==> src/rtl/running_max_tracker.sv <==
// Windowed running-maximum tracker: accepts WINDOW samples over valid/ready,
// then presents the window maximum and its 0-based position until consumed.
module running_max_tracker #(
    parameter int unsigned WIDTH  = 4,
    parameter int unsigned WINDOW = 8,
    parameter int unsigned IDX_W  = (WINDOW > 1) ? $clog2(WINDOW) : 1
) (
    input  logic             clk,
    input  logic             rst_n,
    input  logic             clear,
    input  logic             in_valid,
    output logic             in_ready,
    input  logic [WIDTH-1:0] in_data,
    output logic             out_valid,
    input  logic             out_ready,
    output logic [WIDTH-1:0] out_max,
    output logic [IDX_W-1:0] out_idx
);

    typedef enum logic [0:0] {StAccum, StEmit} state_e;

    localparam logic [IDX_W-1:0] LastIdx = IDX_W'(WINDOW - 1);

    state_e           state_q, state_d;
    logic [IDX_W-1:0] count_q, count_d;
    logic [WIDTH-1:0] max_q, max_d;
    logic [IDX_W-1:0] idx_q, idx_d;
    logic             in_xfer;
    logic             out_xfer;
    logic             take;

    // Two-bit-pair magnitude compare: low pair only matters when high pairs tie.
    function automatic logic gt4(input logic [3:0] a, input logic [3:0] b);
        logic gt_hi, eq_hi, gt_lo;
        gt_hi = (a[3:2] > b[3:2]);
        eq_hi = (a[3:2] == b[3:2]);
        gt_lo = (a[1:0] > b[1:0]);
        return gt_hi | (eq_hi & gt_lo);
    endfunction

    always_comb begin
        state_d   = state_q;
        count_d   = count_q;
        max_d     = max_q;
        idx_d     = idx_q;
        in_ready  = (state_q == StAccum);
        out_valid = (state_q == StEmit);
        in_xfer   = in_valid & in_ready & ~clear;
        out_xfer  = out_valid & out_ready;
        take      = 1'b0;

        if (clear) begin
            state_d = StAccum;
            count_d = '0;
        end else begin
            unique case (state_q)
                StAccum: begin
                    if (in_xfer) begin
                        // First sample of a window loads unconditionally; ties keep the old index.
                        take = (count_q == '0) || gt4(in_data, max_q);
                        if (take) begin
                            max_d = in_data;
                            idx_d = count_q;
                        end
                        if (count_q == LastIdx) begin
                            count_d = '0;
                            state_d = StEmit;
                        end else begin
                            count_d = count_q + 1'b1;
                        end
                    end
                end
                StEmit: begin
                    if (out_xfer) state_d = StAccum;
                end
                default: state_d = StAccum;
            endcase
        end
    end

    always_ff @(posedge clk or negedge rst_n) begin
        if (!rst_n) begin
            state_q <= StAccum;
            count_q <= '0;
            max_q   <= '0;
            idx_q   <= '0;
        end else begin
            state_q <= state_d;
            count_q <= count_d;
            max_q   <= max_d;
            idx_q   <= idx_d;
        end
    end

    // Running max is frozen while in EMIT, so it doubles as the result register.
    assign out_max = max_q;
    assign out_idx = idx_q;

endmodule

==> config.mk <==
export PLATFORM = sky130hd
export DESIGN_NAME = running_max_tracker
export DESIGN_NICKNAME = d
export VERILOG_FILES = /design/src/rtl/running_max_tracker.sv
export SDC_FILE = /design/constraint.sdc
export NUM_CORES = 1
export LEC_CHECK = 0
export BUFFER_PORTS_ARGS = -buffer_cell sky130_fd_sc_hd__buf_2
export CAP_MARGIN = 20
export CORE_MARGIN = 1.5
export CORE_UTILIZATION = 40
export CTS_CLUSTER_SIZE = 14
export DETAILED_ROUTE_END_ITERATION = 12
export GPL_TIMING_DRIVEN = 0
export HOLD_SLACK_MARGIN = 0.06
export PLACE_DENSITY = 0.62
export SYNTH_ARGS = -nofsm -noshare
export SYNTH_HDL_FRONTEND = slang
export SYNTH_SLANG_ARGS = --single-unit
==> constraint.sdc <==
create_clock -name clk -period 2.1 [get_ports clk]
set_clock_uncertainty 0.1 [all_clocks]
set_input_delay 0.42 -clock clk [delete_from_list [all_inputs] [get_ports clk]]
set_output_delay 0.42 -clock clk [all_outputs]
set_load 0.05 [all_outputs]
==> results.py <==
metrics = {
    "outcome": {
        "status": "finished, final reports clean",
    },
    "placement": {
        "place_ws_ns": 0.0356,
        "gp_congestion": 0.688,
        "placed_cell_area_um2": 737,
        "port_buffers": 17,
        "dp_hpwl_um": 774,
    },
    "floorplanning": {
        "start_util_pct": 42.4,
        "die_x_um": 42.7,
        "core_area_um2": 1490,
        "ios": 18,
        "fp.dieArea_um2": 1820,
        "die_h_um": 42.7,
        "rows": 14,
    },
    "timing": {
        "worstMarginPinSlew_ns": 0.271,
        "relSlewSlack_pct": 81.9,
        "fmax_mhz": 521,
        "finalHoldViolCount": 0,
        "timing.setup.tns_ns": 0,
        "fin_crit_sh_pct": 91.4,
        "rsz0062_at_grt": "no",
        "whs_ns": 0.262,
        "setup-violations-final": 0,
        "finalCriticalPeriod_ns": 1.92,
        "fin_ws_ns": 0.181,
        "maxSlewViolCount": 0,
    },
    "yosys": {
        "yosysTopAreaCellShare_pct": 43.7,
        "yosysTopAreaCell": "dfrtp_1",
        "ys_ff_latch": 11,
        "synth.avg_cell_area_um2": 11.5,
        "netlist_instances": 55,
        "synth_area_leaders": "dfrtp_1 44%, ha_1 14%, mux2_2 11%",
        "synth.distinct_cells": 19,
        "ys_warn_count": 0,
        "ys_seq_area_share_pct": 43.7,
        "synth_area_um2": 631,
        "synth_nets": 71,
    },
    "routing": {
        "ant_nets": 0,
        "first_pass_iters": 2,
        "vias": 445,
        "viasPerCell": 4.78,
        "initialDrtViolationCount": 1,
        "wire_per_inst_um": 10.6,
        "drt_wl_total_um": 986,
        "drcViolationCount": 0,
    },
    "worst_setup_path": {
        "cpMaxStageDelayCell": "mux2_2",
        "worstSetupEndpointType": "flop",
        "worst-path-max-fanout": 6,
        "worst_setup_path_start_kind": "flop",
        "cp_num_buf_inv": 1,
        "cp_data_required_time_ns": 2.15,
        "cp_top_family": "compound AO/OA/AOI/OAI gates",
        "critical_path_class": "flop to flop",
        "crit_arrival_ns": 1.97,
        "max_stage_delay_ns": 0.38,
        "worstPathCellList": "inv_1 -> ha_1 -> nor2b_1 -> o2111ai_2 -> a31oi_4 -> mux2_2",
    },
    "cells_and_area": {
        "final_area_um2": 774,
        "regArea_um2": 277,
        "nFillCells": 134,
        "multiInputGateArea_um2": 329,
        "drive_gt1_share_pct": 42.9,
        "antennaDiodeCount": 0,
        "nets": 94,
        "area_growth_pct": 22.8,
    },
    "global_routing": {
        "grt_max_degree": 12,
        "gr-total-overflow": 0,
        "grt_pass1_vias": 407,
        "gr-usage-all-layers_pct": 13.3,
        "antenna_found_initial": 0,
        "grt_pass1_wl_mm": 1.73,
    },
    "power": {
        "irDropWorstVdd_mv": 0.475,
        "leakagePower_nw": 0.403,
        "finalPower_mw": 0.751,
        "pwr_density_cell_nw_per_um2": 969,
    },
    "cts": {
        "cts_tree": "built",
        "cts_buffer_depth": 2,
        "postCtsSetupBuffers": 0,
        "htreeDepth": 1,
        "cts.sinks": 11,
        "root_buffer": "clkbuf_4",
        "cts_made_buffers": 3,
        "cts_hold_buf": 1,
        "clkLatencyLatePin_ns": 0.27,
        "cts-resized-gates": 0,
        "path_clk_slew_ns": 0.08,
    },
    "run": {
        "maxCapViolations": 0,
    },
    "min_path": {
        "hold_path.class": "input pin to flop",
    },
}
==> cells in the final DEF, fill, tap and decap left out <==
cell and instances:
dlygate4sd3_1 1, a31oi_4 1, nand3b_1 1, buf_2 17, nand2_1 2, nor2_1 6
a2bb2oi_1 1, o2111ai_2 1, clkinv_2 1, inv_1 7, ha_1 7, or2_4 1
a21oi_1 2, o21ai_2 1, nand2b_4 1, nor2b_1 2, mux2i_1 2, dfrtp_2 1
dfrtp_1 10, clkbuf_4 3, mux2_2 6, a31oi_1 1, nor3_1 1, nand2b_1 1
==> where the power goes <==
group          switching (mW)  internal, mW
Clock                  0.0752        0.0705
Combinational           0.221         0.108
Sequential             0.0236         0.251
Total                   0.320         0.430
==> state kept, by name (all words and copies together), names as in the netlist <==
name,count
count_q,3
out_valid,1
out_max,4
out_idx,3
==> metrics by stage <==
step,utilization [%],cells
finish,52.0,93
global route,52.0,93
CTS,52.0,93
global placement,49.5,88
detailed placement,49.5,88
floorplan,-,55
==> path summary, 6_finish.rpt <==
check / from / to / slack, ns / cells after the start
worst max-delay path: out_max[1] / out_max[0] / 0.18 / 6
worst min-delay path: clear / count_q[0] / 0.26 / 2
worst max register to register: out_max[1] / out_max[0] / 0.18 / 6
worst min register to register: out_idx[1] / out_idx[1] / 0.40 / 1
max in group asynchronous: rst_n / out_max[1] / 1.24 / 2
min in group asynchronous: rst_n / out_idx[2] / 0.44 / 2
==> cells by family (layout without fill, tap and decap cells) <==
| group | after synthesis | after routing | share of synthesized area [%] |
|---|---|---|---|
| compound gates | 7 | 7 | 11.1 |
| fa+ha+maj | 7 | 7 | 13.9 |
| buf+inv | 7 | 29 | 4.17 |
| flops | 11 | 11 | 43.7 |
| mux | 8 | 8 | 13.9 |
| simple gates | 15 | 15 | 13.3 |
==> synth_stat cells (all sizes together) <==
cell     instances
a21oi            2
a2bb2oi          1
a31oi            2
dfrtp           11
ha               7
inv              7
mux2             6
mux2i            2
nand2            2
nand2b           2
nand3b           1
nor2             6
nor2b            2
nor3             1
o2111ai          1
o21ai            1
or2              1
==> layout make-up <==
cell class / count / share of cell area, %
clock buffers: 3 / 2.91
clock inverters: 1 / 0.646
inverters: 7 / 3.39
multi-input cells: 37 / 42.5
flip-flops and latches: 11 / 35.7
well taps: 16 / 2.58
repair buffers: 18 / 12.3
==> routing by layer <==
metal / global-route usage [%] / wire length [µm] / up-vias
li1: - / - / 232
met1: 18.6 / 478 / 202
met4: 9.38 / 9 / 0
met5: 0 / 0 / -
met2: 17.3 / 454 / 9
met3: 3.83 / 43 / 2
Note: power is estimated with default switching activity, not from simulation.
